--- src/rtl/pixel_point_op.sv ---
// Dual-pixel RGB888 point-operation stage: 2-cycle pipeline with frame-constant
// operation select, hsync/vsync realignment and frame/line position tracking.
module pixel_point_op #(
    parameter int WIDTH  = 768,
    parameter int HEIGHT = 512
) (
    input  logic       clk,
    input  logic       rst_n,
    input  logic       hsync_in,
    input  logic       vsync_in,
    input  logic [7:0] r0_in,
    input  logic [7:0] g0_in,
    input  logic [7:0] b0_in,
    input  logic [7:0] r1_in,
    input  logic [7:0] g1_in,
    input  logic [7:0] b1_in,
    input  logic [2:0] mode,
    input  logic [7:0] value,
    input  logic [7:0] threshold,
    output logic       hsync_out,
    output logic       vsync_out,
    output logic [7:0] r0_out,
    output logic [7:0] g0_out,
    output logic [7:0] b0_out,
    output logic [7:0] r1_out,
    output logic [7:0] g1_out,
    output logic [7:0] b1_out,
    output logic       frame_done,
    output logic       line_err
);

    localparam int PAIRS  = WIDTH / 2;
    localparam int PAIR_W = (PAIRS > 1) ? $clog2(PAIRS) : 1;
    localparam int LINE_W = (HEIGHT > 1) ? $clog2(HEIGHT) : 1;

    localparam logic [PAIR_W-1:0] LAST_PAIR = PAIR_W'(PAIRS - 1);
    localparam logic [LINE_W-1:0] LAST_LINE = LINE_W'(HEIGHT - 1);

    localparam logic [2:0] MODE_INVERT   = 3'd1;
    localparam logic [2:0] MODE_BRIGHTEN = 3'd2;
    localparam logic [2:0] MODE_DARKEN   = 3'd3;
    localparam logic [2:0] MODE_GRAY     = 3'd4;
    localparam logic [2:0] MODE_BINARY   = 3'd5;

    localparam logic [1:0] ST_IDLE   = 2'd0;
    localparam logic [1:0] ST_ACTIVE = 2'd1;
    localparam logic [1:0] ST_DONE   = 2'd2;

    typedef struct packed {
        logic [7:0] r;
        logic [7:0] g;
        logic [7:0] b;
    } rgb_t;

    // Luma approximation (r + 2g + b) / 4; the 10-bit sum cannot overflow.
    function automatic logic [7:0] gray_of(input logic [7:0] r, input logic [7:0] g,
                                           input logic [7:0] b);
        logic [9:0] sum;
        sum = {2'b00, r} + {1'b0, g, 1'b0} + {2'b00, b};
        return sum[9:2];
    endfunction

    function automatic logic [7:0] point_op(input logic [2:0] op, input logic [7:0] x,
                                            input logic [7:0] gray, input logic [7:0] offset,
                                            input logic [7:0] level);
        logic [8:0] sum;
        logic [7:0] res;
        sum = {1'b0, x} + {1'b0, offset};
        case (op)
            MODE_INVERT:   res = 8'd255 - x;
            MODE_BRIGHTEN: res = sum[8] ? 8'hFF : sum[7:0];
            MODE_DARKEN:   res = (x > offset) ? (x - offset) : 8'h00;
            MODE_GRAY:     res = gray;
            MODE_BINARY:   res = (gray >= level) ? 8'hFF : 8'h00;
            default:       res = x;  // bypass, including the unused codes 6 and 7
        endcase
        return res;
    endfunction

    logic       s1_valid;
    logic       s1_vsync;
    rgb_t       s1_px0;
    rgb_t       s1_px1;
    logic [7:0] s1_gray0;
    logic [7:0] s1_gray1;

    logic [2:0] cfg_mode;
    logic [7:0] cfg_value;
    logic [7:0] cfg_threshold;

    logic [1:0]        state;
    logic [1:0]        state_nxt;
    logic [PAIR_W-1:0] pair_cnt;
    logic [LINE_W-1:0] line_cnt;
    logic              cfg_latch;
    logic              frame_end;

    rgb_t nxt0;
    rgb_t nxt1;
    rgb_t out0;
    rgb_t out1;

    assign cfg_latch = (state == ST_IDLE) && hsync_in;
    assign frame_end = (state == ST_ACTIVE) && hsync_out &&
                       (pair_cnt == LAST_PAIR) && (line_cnt == LAST_LINE);

    // Stage 1: capture the pair and precompute each pixel's gray level.
    // NOTE: sequential state uses non-blocking (<=) so every register samples pre-edge values.
    // NOTE: datapath registers are reset as well, so outputs read 0 the moment rst_n drops.
    always_ff @(posedge clk or negedge rst_n) begin
        if (!rst_n) begin
            s1_valid <= 1'b0;
            s1_vsync <= 1'b0;
            s1_px0   <= '0;
            s1_px1   <= '0;
            s1_gray0 <= '0;
            s1_gray1 <= '0;
        end else begin
            s1_valid <= hsync_in;
            s1_vsync <= vsync_in;
            s1_px0   <= {r0_in, g0_in, b0_in};
            s1_px1   <= {r1_in, g1_in, b1_in};
            s1_gray0 <= gray_of(r0_in, g0_in, b0_in);
            s1_gray1 <= gray_of(r1_in, g1_in, b1_in);
        end
    end

    // Configuration is taken from the inputs on the frame's first valid pair.
    always_ff @(posedge clk or negedge rst_n) begin
        if (!rst_n) begin
            cfg_mode      <= '0;
            cfg_value     <= '0;
            cfg_threshold <= '0;
        end else if (cfg_latch) begin
            cfg_mode      <= mode;
            cfg_value     <= value;
            cfg_threshold <= threshold;
        end
    end

    // Stage 2 datapath; invalid slots are forced to zero.
    // NOTE: defaults first so every path assigns the outputs; otherwise latches are inferred.
    always_comb begin
        nxt0 = '0;
        nxt1 = '0;
        if (s1_valid) begin
            nxt0.r = point_op(cfg_mode, s1_px0.r, s1_gray0, cfg_value, cfg_threshold);
            nxt0.g = point_op(cfg_mode, s1_px0.g, s1_gray0, cfg_value, cfg_threshold);
            nxt0.b = point_op(cfg_mode, s1_px0.b, s1_gray0, cfg_value, cfg_threshold);
            nxt1.r = point_op(cfg_mode, s1_px1.r, s1_gray1, cfg_value, cfg_threshold);
            nxt1.g = point_op(cfg_mode, s1_px1.g, s1_gray1, cfg_value, cfg_threshold);
            nxt1.b = point_op(cfg_mode, s1_px1.b, s1_gray1, cfg_value, cfg_threshold);
        end
    end

    always_ff @(posedge clk or negedge rst_n) begin
        if (!rst_n) begin
            hsync_out <= 1'b0;
            vsync_out <= 1'b0;
            out0      <= '0;
            out1      <= '0;
        end else begin
            hsync_out <= s1_valid;
            vsync_out <= s1_vsync;
            out0      <= nxt0;
            out1      <= nxt1;
        end
    end

    assign r0_out = out0.r;
    assign g0_out = out0.g;
    assign b0_out = out0.b;
    assign r1_out = out1.r;
    assign g1_out = out1.g;
    assign b1_out = out1.b;

    always_comb begin
        state_nxt = state;
        case (state)
            ST_IDLE:   if (cfg_latch) state_nxt = ST_ACTIVE;
            ST_ACTIVE: if (frame_end) state_nxt = ST_DONE;
            ST_DONE:   state_nxt = ST_IDLE;
            default:   state_nxt = ST_IDLE;
        endcase
    end

    always_ff @(posedge clk or negedge rst_n) begin
        if (!rst_n) state <= ST_IDLE;
        else        state <= state_nxt;
    end

    // Position counters follow the output side; a line that ends early is abandoned.
    always_ff @(posedge clk or negedge rst_n) begin
        if (!rst_n) begin
            pair_cnt <= '0;
            line_cnt <= '0;
        end else if (state == ST_DONE) begin
            pair_cnt <= '0;
            line_cnt <= '0;
        end else if (state == ST_ACTIVE) begin
            if (hsync_out) begin
                if (pair_cnt == LAST_PAIR) begin
                    pair_cnt <= '0;
                    line_cnt <= (line_cnt == LAST_LINE) ? '0 : line_cnt + 1'b1;
                end else begin
                    pair_cnt <= pair_cnt + 1'b1;
                end
            end else if (pair_cnt != '0) begin
                pair_cnt <= '0;
            end
        end
    end

    // pair_cnt is only non-zero right after an hsync_out high cycle, so this detects the fall.
    always_ff @(posedge clk or negedge rst_n) begin
        if (!rst_n) begin
            line_err <= 1'b0;
        end else if (cfg_latch) begin
            line_err <= 1'b0;
        end else if ((state == ST_ACTIVE) && !hsync_out && (pair_cnt != '0)) begin
            line_err <= 1'b1;
        end
    end

    assign frame_done = (state == ST_DONE);

endmodule

--- config.mk ---
export PLATFORM = sky130hd
export DESIGN_NAME = pixel_point_op
export DESIGN_NICKNAME = d
export VERILOG_FILES = /design/src/rtl/pixel_point_op.sv
export SDC_FILE = /design/constraint.sdc
export NUM_CORES = 1
export LEC_CHECK = 0
export ABC_AREA = 1
export CORE_MARGIN = 5
export CORE_UTILIZATION = 52
export DETAILED_ROUTE_END_ITERATION = 8
export HOLD_SLACK_MARGIN = 0.12
export PLACE_DENSITY = 0.78
export SLEW_MARGIN = 10
export SYNTH_ARGS = -nofsm -noshare
export SYNTH_HDL_FRONTEND = slang
export SYNTH_SLANG_ARGS = --single-unit
--- constraint.sdc ---
create_clock -name clk -period 4.61 [get_ports clk]
set_clock_uncertainty 0.1 [all_clocks]
set_input_delay 0.6915 -clock clk [delete_from_list [all_inputs] [get_ports clk]]
set_output_delay 0.6915 -clock clk [all_outputs]
set_load 0.02 [all_outputs]
==> results of run 1 <==
per-layer routing:
layer | routed length [µm] | part of all wire
met5 | 0 | 0
met4 | 1251 | 0.033
met3 | 3416 | 0.089
met2 | 17350 | 0.45
met1 | 16450 | 0.43
synth_stat cells (7+ instances only):
cell	count	area share
inv_2	7	0.0021
nand2_1	405	0.12
clkbuf_1	12	0.0036
nand3_1	140	0.056
inv_1	192	0.058
ha_1	135	0.14
or2_0	7	0.0035
xnor2_1	7	0.0049
dfrtp_1	156	0.31
nand4_1	31	0.016
buf_2	29	0.012
xor2_1	33	0.023
o21bai_1	14	0.0084
o21ai_0	127	0.051
nor2_1	177	0.053
nor3_1	8	0.0032
a21oi_1	107	0.043
fa_1	28	0.045
power by group through the flow:
stage / Combinational, mW / Sequential [mW] / Clock, mW
detailed placement: 5.97 / 2.11 / 0
global placement: 5.87 / 2.10 / 0
finish: 6.12 / 2.10 / 1.47
global route: 6.82 / 2.12 / 1.55
CTS: 6.02 / 2.08 / 1.49
floorplan: 4.12 / 2.16 / 0
worst register-to-register path, cell delays in order, from the launching register on:
cell and delay [ps]:
dfrtp_1 730, inv_1 480, ha_1 570, inv_1 160, a21oi_2 190, nor2_1 60
nor2_1 200, nand2_1 120, inv_1 150, nand2_1 80, a21oi_1 120, a21oi_1 140
how the worst max path moves through the flow:
| stage | to | cells past startpoint | slack [ps] |
|---|---|---|---|
| 6_report | b0_out[0] | 11 | 1380 |
| 5_1_grt | b0_out[0] | 11 | 1270 |
| 4_1_cts | b0_out[0] | 11 | 1500 |
| 3_5_place_dp | s1_gray0[7] | 11 | 1070 |
| 3_3_place_gp | s1_gray0[7] | 11 | 1210 |
| 2_1_floorplan | s1_gray0[7] | 10 | 1870 |
sequential cells by signal (all words and copies together) (netlist names):
signal         cells
vsync_out          1
line_err           1
pair_cnt           9
r1_out             8
cfg_mode           3
b0_out             8
line_cnt           9
b1_out             8
cfg_threshold      8
state              2
s1_gray1           8
g0_out             8
s1_valid           1
g1_out             8
s1_gray0           8
hsync_out          1
cfg_value          8
r0_out             8
s1_vsync           1
s1_px0            24
s1_px1            24
through the flow:
step	std cells	util	instance area [µm²]
after CTS	2125	0.6154	14490
after detailed placement	2093	0.5896	13880
final	2125	0.6154	14490
after global placement	2093	0.5896	13880
after floorplan	1699	-	12480
after global routing	2125	0.6154	14490
logic make-up (layout without fill, tap and decap cells):
| family | count (synthesis) | in the layout | synth area share |
|---|---|---|---|
| AO/OA/AOI/OAI | 279 | 279 | 0.1195 |
| XOR/XNOR | 40 | 40 | 0.02808 |
| multiplexers | 2 | 2 | 0.001605 |
| flip-flops | 156 | 156 | 0.3129 |
| adder cells (fa/ha/maj) | 163 | 163 | 0.1803 |
| AND/OR/NAND/NOR | 809 | 809 | 0.2771 |
| buffers and inverters | 250 | 357 | 0.08053 |
area by class of cell:
type                    count  area [µm²]
fillers                  2104        9054
multi-input cells        1293        7569
flip-flops and latches    156        3905
repair buffers            125        1257
inverters                 200       750.7
clock buffers              17       425.4
well taps                 319       399.1
clock inverters            15       182.7
==> out/metrics.csv, run 1 <==
metric,value,unit
status,completed,
rows,56,
core,23540,µm²
avgSynthCellArea,7.344,µm²
synth_area,12480,µm²
grt_use_total,0.2892,
finalCritPeriodShare,0.7010,
wl_per_cell,18.10,µm
num_vias,11970,
crit_fanout,8,
hold_viol_final,0,
mostFrequentLayoutCells,"405 x nand2_1, 191 x inv_1, 177 x nor2_1, 155 x dfrtp_1, 140 x nand3_1",
drv_cap,0,
use_met2,0.4493,
p_sw,5.027,mW
critPathTopFamily,buffers and inverters,
tightest_slew,973.3,ps
tritoncts,built,
finalCriticalPeriod,3231,ps
holdBufCountCts,0,
combinationalPowerShare,0.631,
globalplace.congestion,1.009,
hp-class,input port to async pin,
crit_type,register to register,
clk_pin_slew_worst_paths,60,ps
relSlewSlack,0.3502,
final_max_slew_viol_count,0,
synth_enable_flop_cells,0,
cts-root-buf,clkbuf_16,
cp_num_buf_inv,3,
seqPwrFrac,0.217,
crit_arrival,3430,ps
dp_slack,1073,ps
viasPerCell,5.631,
fmax,309.5,MHz
ys_seq_area_frac,0.3129,
drive_gt1_frac,0.03821,
crit_path_start,cfg_value[5],
grt_pass1_wl,61020,µm
r2r_cells,11,
ys_types,44,
initial_utilization,0.5300,
intPower,4.666,mW
setup_viol,0,
htree_levels,4,
first_iter_violations,1183,
io_buffer_count,122,
antenna_found_initial,1,
io_pins,123,
design.die.area,27190,µm²
met3_usage,0.05515,
p_per_area,669.0,nW/µm²
r2r_end,b0_out[0],
cts_made_buffers,17,
synth_ff_type,dfrtp_1,
insertion_delay,440,ps
synth-warning-count,0,
hold_ws,250.6,ps
syn_inst,1699,
layout.nets,2027,
die_width,164.9,µm
crit_required,4800,ps
ant_nets,0,
top_usage_layer,met2,
crit_chain,"inv_1, ha_1, inv_1, a21oi_2, nor2_1, nor2_1, nand2_1, inv_1, nand2_1, a21oi_1, a21oi_1",
layout_commonest_cell,nand2_1,
antenna_cells,0,
finalWorstSetupSlack,1379,ps
dpl.hpwl,29310,µm
rsz0062_at_grt,false,
met1_usage,0.4046,
ys_ff_latch,156,
die_h,164.9,µm
critPathSlowestCell,dfrtp_1,
post_cts_buffers,0,
synth.net_count,1933,
area_growth,16.13,%
clockBufferDepth,2,
p_clk_frac,0.152,
leakagePower,7.302,nW
slowest_delay,730,ps
cp-end-kind,register,
cts.sinks,156,
path_common_cell,inv_1,
design_power_total,9.693,mW
post_cts_resized,0,
wl,38460,µm
reg2reg_slack,1380,ps
grt_max_degree,105,
remaining_drc_errors,0,
synth-async-reset-ratio,1.000,
grt_pass1_vias,11280,
peakVddDrop,433.1,µV
netSwitchingFraction,0.5186,
tns,0,ps
first_pass_iters,8,
reg2reg_from,cfg_value[5],
grt-ovfl-total,0,
worst_setup_path_start_kind,register,
Note: power is estimated with default switching activity, not from simulation.
==> run 2: changes to the inputs <==
==> constraint.sdc (replaced) <==
create_clock -name clk -period 3.34 [get_ports clk]
set_clock_uncertainty 0.1 [all_clocks]
set_input_delay 0.501 -clock clk [delete_from_list [all_inputs] [get_ports clk]]
set_output_delay 0.501 -clock clk [all_outputs]
set_load 0.02 [all_outputs]
==> out/metrics.csv, run 2 (synthesized netlist as in run 1, its figures left out) <==
metric,value,unit,change
first_iter_violations,1182,,-0.085%
die_width,164.9,µm,unchanged
finalCriticalPeriod,2882,ps,-349.3 ps
relSlewSlack,0.3679,,+0.01778
critPathSlowestCell,dfrtp_1,,
antenna_found_initial,0,,-1
cts_made_buffers,17,,unchanged
area_growth,17.48,%,
ant_nets,0,,unchanged
slowest_delay,670,ps,-60 ps
tritoncts,built,,
design_power_total,13.50,mW,+39%
htree_levels,4,,unchanged
crit_type,register to register,,
final_max_slew_viol_count,0,,unchanged
hp-class,register to register,,
viasPerCell,5.585,,-0.82%
grt-ovfl-total,0,,unchanged
first_pass_iters,6,,-2
tightest_slew,948.1,ps,-25.25 ps
clk_pin_slew_worst_paths,80,ps,+20 ps
layout_commonest_cell,nand2_1,,
wl_per_cell,17.75,µm,-1.9%
hold_viol_final,0,,unchanged
globalplace.congestion,0.9867,,-2.2%
finalCritPeriodShare,0.8629,,+0.1619
crit_fanout,13,,+5
design.die.area,27190,µm²,unchanged
core,23540,µm²,unchanged
io_buffer_count,122,,unchanged
mostFrequentLayoutCells,"405 x nand2_1, 192 x inv_1, 177 x nor2_1, 155 x dfrtp_1, 140 x nand3_1",,
drv_cap,0,,unchanged
path_common_cell,nand3_1,,
dpl.hpwl,29340,µm,about the same
crit_arrival,3090,ps,-340 ps
finalWorstSetupSlack,457.9,ps,-920.7 ps
leakagePower,7.393,nW,+1.2%
setup_viol,0,,unchanged
cts-root-buf,clkbuf_16,,
io_pins,123,,unchanged
status,completed,,
layout.nets,2047,,+0.99%
die_h,164.9,µm,unchanged
crit_required,3540,ps,-1260 ps
top_regs,"s1_px0: 24 flops, s1_px1: 24 flops",,
wl,38070,µm,-1.0%
worst_setup_path_start_kind,register,,
cp-end-kind,register,,
antenna_cells,0,,unchanged
peakVddDrop,598.8,µV,+38%
rows,56,,unchanged
crit_chain,"ha_1, fa_1, nand3_1, nand3_1, a21oi_2, inv_1, o21ai_0, a21oi_1",,
clockBufferDepth,2,,unchanged
grt_pass1_wl,60600,µm,-0.69%
grt_pass1_vias,11630,,+3.1%
num_vias,11980,,+0.11%
dp_slack,95.91,ps,-977.3 ps
insertion_delay,440,ps,about the same
tns,0,ps,unchanged
cts.sinks,156,,unchanged
initial_utilization,0.5300,,unchanged
rsz0062_at_grt,false,,
p_per_area,921.1,nW/µm²,+38%
drive_gt1_frac,0.04765,,+0.009439
grt_max_degree,76,,-28%
fmax,347.0,MHz,+12%
remaining_drc_errors,0,,unchanged
post_cts_resized,0,,unchanged
grt_use_total,0.2875,,-0.001769
==> run 2: cell count changes in the layout (fill, tap and decap cells not counted), sizes merged <==
| cell | change |
|---|---|
| clkinv | -2 |
| dlygate4sd3 | +1 |
| clkinvlp | +2 |
| inv | +1 |
| bufinv | -1 |
| buf | +19 |
==> run 2: metrics by stage <==
step	utilization	hold WS, ps	cells	area [µm²]
after floorplan	-	105.4	1699	12480
after detailed placement	0.5967	242.0	2112	14050
after global placement	0.5967	234.8	2112	14050
after global routing	0.6226	270.1	2145	14660
after CTS	0.6226	259.1	2145	14660
final	0.6226	258.0	2145	14660
==> run 2: worst paths after layout <==
check	start	endpoint	slack (ps)	cells past startpoint
worst max-delay path	cfg_value[0]	r1_out[4]	460	8
worst min-delay path	s1_vsync	vsync_out	260	0
worst max register to register	cfg_value[0]	r1_out[4]	460	8
worst min register to register	s1_vsync	vsync_out	260	0
max in group asynchronous	rst_n	s1_px0[18]	1820	3
min in group asynchronous	rst_n	s1_px1[4]	530	2
==> run 2: final cells by class <==
type                    count  area [µm²]
well taps                 319       399.1
fillers                  2152        8885
inverters                 200       750.7
flip-flops and latches    156        3905
clock buffers              17       425.4
clock inverters            15       173.9
multi-input cells        1293        7569
repair buffers            145        1435
==> run 2: report_power, final <==
group	internal (mW)	total [mW]	switching [mW]
logic	3.10	8.77	5.67
clock network	1.07	1.99	0.922
registers	2.38	2.75	0.366
==> run 2: layer usage <==
layer  vias up  global-route usage  share of wire
met2       568              0.4497           0.45
met3       102             0.05440          0.090
met1      5569              0.3926           0.42
met4         0              0.1202          0.040
met5         -                   0              0
li1       5740                   -              -
==> run 2: worst max-delay path: cells and delay by family, from the launching register on <==
family / cells / cell delay (ps)
flip-flops: 1 / 670
AO/OA/AOI/OAI: 3 / 730
adder cells (fa/ha/maj): 2 / 830
buffers and inverters: 1 / 160
AND/OR/NAND/NOR: 2 / 260
==> run 2: repair_timing <==
| item | in CTS | in global routing |
|---|---|---|
| hold endpoints to repair | 66 | 0 |
| hold buffers | 1 | 0 |
| buffers inserted | 0 | 0 |
==> variant 1 (flow settings as in run 2) <==
`HEIGHT`: 512 -> 256.
--- a/src/rtl/pixel_point_op.sv
+++ b/src/rtl/pixel_point_op.sv
@@ -4,3 +4,3 @@
     parameter int WIDTH  = 768,
-    parameter int HEIGHT = 512
+    parameter int HEIGHT = 256
 ) (
Function: same outputs for any inputs over 4 cycles, from zero or initial values and one cycle with rst_n low; that may be too few to reach the edited logic, so the function may still have changed.
==> variant 1 against run 2 <==
  * Critical path depth rose by 2
  * Routed wire length fell by 1.9%
  * First-iteration DRC count shrank 27%
  * Total power decreased by 2.5%
  * Sequential cell count down 1
  * Synthesized area decreased by 2.2%
  * Worst setup slack gained 0.022 ns
  * Final area is 2.5% lower
  * Largest cell class unchanged
==> variant 1: results (changes against run 2) <==
dpl cell area 0.0137 mm² (-2.5%); Post-synth top flop dfrtp_1; Max rail drop VDD 0.463 mV (-23%); root buf cell clkbuf_16; initial antenna violation count 0 (unchanged); outcome completed; CTS Buffer Depth 2 (unchanged); post-CTS sizing 0 (unchanged); Final #Nets 1,942 (-5.1%); first-pass GRT wire length 59.2 mm (-2.3%); worst skew pair latency 0.44 ns (about the same); Max FO, Critical Path 13 (unchanged); Yosys warning count 0 (unchanged); Distinct cells, synth 45 (+2.3%); Net Count, Synth 1,834 (-5.1%); remaining global-route overflow 0 (unchanged); number of CTS-inserted buffers 17 (unchanged); Post-DP HPWL 28.1 mm (-4.3%); Synth top cells by count nand2_1, inv_1, dfrtp_1, nor2_1, ha_1; GP Congestion 0.950 (-3.7%); vias in the first global route 11,100 (-4.7%); Max H-tree Level 4 (unchanged); pin count of the biggest net entering global routing 71 (-6.6%); PortBufs 122 (unchanged); asr flop ratio synth 100% (unchanged); share of cells above drive strength 1 5.46% (+0.69 points); total routed wirelength 37.4 mm (-1.9%); Place WS 0.233 ns (+0.137 ns); Static Leak 6.99 nW (-5.4%); post-synthesis sequential area ratio 31.8% (+0.51 points); WP data arrival 3.08 ns (about the same); Worst Tran Pin Value 0.944 ns (-0.00369 ns); vias post-DR 11,400 (-4.8%); path type of the worst min-delay path register to register; Initial DRT Pass Iterations 5 (-1); Largest regs s1_px0: 24 flops, s1_px1: 24 flops, pair_cnt: 9 flops; Synth area leaders dfrtp_1, ha_1, nand2_1, inv_1, o21ai_0; Worst-path clk slew 0.08 ns (about the same); initial DRC count 858 (-27%); GR Util All Layers 28.4% (-0.38 points)
variant 1: changes by cell type after synthesis, moves of 5 or more:
cell and change:
a21oi_1 +7, inv_2 +5, nand3_1 -26, o2111ai_1 +5, nand2_1 -56, inv_1 -23
o22ai_1 +7, o21ai_2 +8, xor2_1 +7, nor2_1 -22, buf_2 -10, o21ai_0 -6
variant 1: what timing repair did:
action,4_1_cts,5_1_grt
hold buffers,1,0
hold endpoints to repair,68,0
setup buffers,0,0
variant 1: layer usage:
metal,track usage [%],part of all wire [%]
met4,10.3,3.3
met3,5.22,8.7
met5,0,0
met1,39.2,43
met2,44.9,45
variant 1: power by group:
group,internal [mW],total [mW],switching [mW]
registers,2.37,2.74,0.373
clock network,1.02,1.96,0.937
logic,2.96,8.46,5.50
variant 1: area by class of cell:
cell class	instances	area (µm²)
Inverter	183	687
Fill cell	2087	8970
Clock inverter	14	151
Tap cell	319	399
Timing Repair Buffer	135	1350
Sequential cell	155	3880
Antenna cell	1	2.50
Multi-Input combinational cell	1217	7390
Clock buffer	18	439
variant 1: critical path, cell delays in order, from the launching register on:
cell and delay (ns):
dfrtp_1 0.70, ha_1 0.40, fa_1 0.43, nand3b_1 0.21
nand2_1 0.13, nand2_1 0.07, nand2_1 0.09, nand2_1 0.14
o21bai_1 0.17, nor2_1 0.07, a21oi_1 0.24
variant 1: cell families (layout without fill, tap and decap cells):
kind of cell / after synthesis / in the layout / share of synthesized area (%)
buf+inv: 229 / 350 / 7.64
xor+xnor: 48 / 48 / 3.45
flops: 155 / 155 / 31.8
other cells: 0 / 1 / 0
fa+ha+maj: 162 / 162 / 18.3
simple gates: 704 / 704 / 24.8
compound gates: 303 / 303 / 14.0
variant 1: worst paths after layout:
kind | from | endpoint | slack [ns] | cells after the start
max reg2reg | cfg_value[0] | g1_out[2] | 0.48 | 10
min | s1_vsync | vsync_out | 0.26 | 0
min reg2reg | s1_vsync | vsync_out | 0.26 | 0
min in group asynchronous | rst_n | s1_px1[18] | 0.53 | 2
max in group asynchronous | rst_n | g1_out[6] | 1.80 | 3
max | cfg_value[0] | g1_out[2] | 0.48 | 10
variant 1: stage by stage:
stage / std cells / power, mW
2_1_floorplan: 1601 / 8.55
3_3_place_gp: 2008 / 10.9
3_5_place_dp: 2008 / 11.0
4_1_cts: 2041 / 13.0
5_1_grt: 2041 / 14.2
6_report: 2042 / 13.2
==> variant 2 (flow settings as in run 2) <==
Made on the original files. Put a register stage on the outputs `r0_out`, `g0_out`, `b0_out`, `r1_out`, `g1_out`, `b1_out` and `frame_done`, without a reset. The values now appear one clock later. The other outputs are not delayed to match.
--- a/src/rtl/pixel_point_op.sv
+++ b/src/rtl/pixel_point_op.sv
@@ -169,8 +169,2 @@
 
-    assign r0_out = out0.r;
-    assign g0_out = out0.g;
-    assign b0_out = out0.b;
-    assign r1_out = out1.r;
-    assign g1_out = out1.g;
-    assign b1_out = out1.b;
 
@@ -224,3 +218,11 @@
 
-    assign frame_done = (state == ST_DONE);
+    always_ff @(posedge clk) begin
+        r0_out     <= out0.r;
+        g0_out     <= out0.g;
+        b0_out     <= out0.b;
+        r1_out     <= out1.r;
+        g1_out     <= out1.g;
+        b1_out     <= out1.b;
+        frame_done <= (state == ST_DONE);
+    end
 
Formal check against the unedited RTL: not equivalent (Yosys sat finds a counterexample within 4 cycles, from zero or initial values and one cycle with rst_n low).
==> variant 2 against run 2 <==
  * Synthesized area rose by 9.9%
  * Routed wire length is 5.2% higher
  * Total power increased by 13%
  * Sequential cell count rose by 49
  * Final area grew 9.6%
  * Worst setup slack worse by 0.032 ns
  * Maximum frequency down 1.1%
  * Utilization shrank 0.41 points
  * Die area rose by 9.3%
  * Largest power group unchanged
  * Highest routed layer unchanged
==> variant 2: results (changes against run 2) <==
Max H-tree Level 1 (-3); first-pass GRT wire length 62.8 mm (+3.6%); per-cell routed wire length 17.7 µm (-0.35%); vias post-DR 12,400 (+3.8%); reg2reg end out1[22]; Post-CTS Hold Buffers 1 (unchanged); share of cells above drive strength 1 5.18% (+0.42 points); Yosys warning count 0 (unchanged); Worst path max stage delay 0.85 ns (+0.18 ns); Reg2Reg Depth 13 (+5); outcome completed; Max rail drop VDD 0.506 mV (-15%); GP Congestion 0.985 (-0.17%); pin count of the biggest net entering global routing 66 (-13%); R2R setup slack 0.43 ns (-0.03 ns); path type of the worst min-delay path register to register; Place WS 0.0350 ns (-0.0610 ns); Static Leak 8.04 nW (+8.8%); Worst Tran Pin Value 0.989 ns (+0.0405 ns); Distinct cells, synth 51 (+16%); dpl cell area 0.0152 mm² (+8.5%); Worst-path clk slew 0.06 ns (-0.02 ns); Synth area leaders dfrtp_1, nand2_1, ha_1, dfxtp_1, inv_1; Reg-to-Reg Start cfg_value[0]; ANT cells 0 (unchanged); Synth top cells by count nand2_1, inv_1, nor2_1; Mapped Avg Cell Area 7.63 µm² (+3.9%); number of vias per cell 5.49 (-1.6%); number of CTS-inserted buffers 23 (+6); Final Max Slew Viols 0 (unchanged); WP data arrival 3.23 ns (+0.14 ns); fillcell total 2,281 (+6.0%); root buf cell clkbuf_16; post-synthesis sequential area ratio 35.6% (+4.3 points); fin crit period 2.91 ns (+0.0324 ns); Initial DRT Pass Iterations 6 (unchanged); worst skew pair latency 0.53 ns (+0.09 ns); asr flop ratio synth 76.1% (-24 points); slowest stage cell, crit path dfrtp_1; initial DRC count 1,144 (-3.2%); CTS Buffer Depth 3 (+1); Final #Nets 2,146 (+4.8%); Net Count, Synth 2,031 (+5.1%); placed instance count 2,221 (+5.2%); post-CTS sizing 0 (unchanged); Post-DP HPWL 29.7 mm (+1.3%); critical path class register to register; GR Util All Layers 26.8% (-1.9 points)
variant 2: report_power, final:
part,leakage [nW],internal [mW],total (mW),switching (mW)
logic,5.31,3.10,9.00,5.89
clock network,0.398,1.59,2.64,1.05
registers,2.34,3.19,3.60,0.403
variant 2: layer usage:
| layer | routed length (µm) | GRT usage [%] | up-vias |
|---|---|---|---|
| met1 | 18100 | 39.4 | 5794 |
| met3 | 3300 | 4.05 | 105 |
| met2 | 17300 | 40.6 | 528 |
| met5 | 0 | 0 | - |
| li1 | - | - | 6012 |
| met4 | 1390 | 9.30 | 0 |
variant 2: how the worst min path moves through the flow:
stage | from | slack, ns | endpoint | depth (start not counted)
after global routing | out0[16] | 0.24 | r0_out[0] | 0
after detailed placement | out0[8] | 0.23 | g0_out[0] | 0
final | out1[16] | 0.24 | r1_out[0] | 0
after floorplan | rst_n | 0.11 | cfg_mode[0] | 0
after global placement | out0[20] | 0.23 | r0_out[4] | 0
after CTS | out1[16] | 0.24 | r1_out[0] | 0
variant 2: area by class of cell:
class	count	area, µm²	area share [%]
clock buffers	32	713	4.44
clock inverters	10	105	0.654
inverters	213	800	4.97
multi-input cells	1325	7730	48.1
flip-flops and latches	205	4890	30.4
well taps	335	419	2.61
repair buffers	144	1420	8.80
variant 2: logic make-up after synthesis:
kind of cell    Yosys count  share of synthesized area [%]
xor+xnor                 35                           2.24
simple gates            857                           26.8
flops                   205                           35.6
buf+inv                 267                           7.98
fa+ha+maj               163                           16.4
compound gates          270                           11.0
variant 2: critical path: cells and delay by family, from the launching register on:
family / cells / cell delay, ns
flip-flops: 1 / 0.85
AND/OR/NAND/NOR: 9 / 0.98
buffers and inverters: 2 / 0.12
adder cells (fa/ha/maj): 2 / 0.75
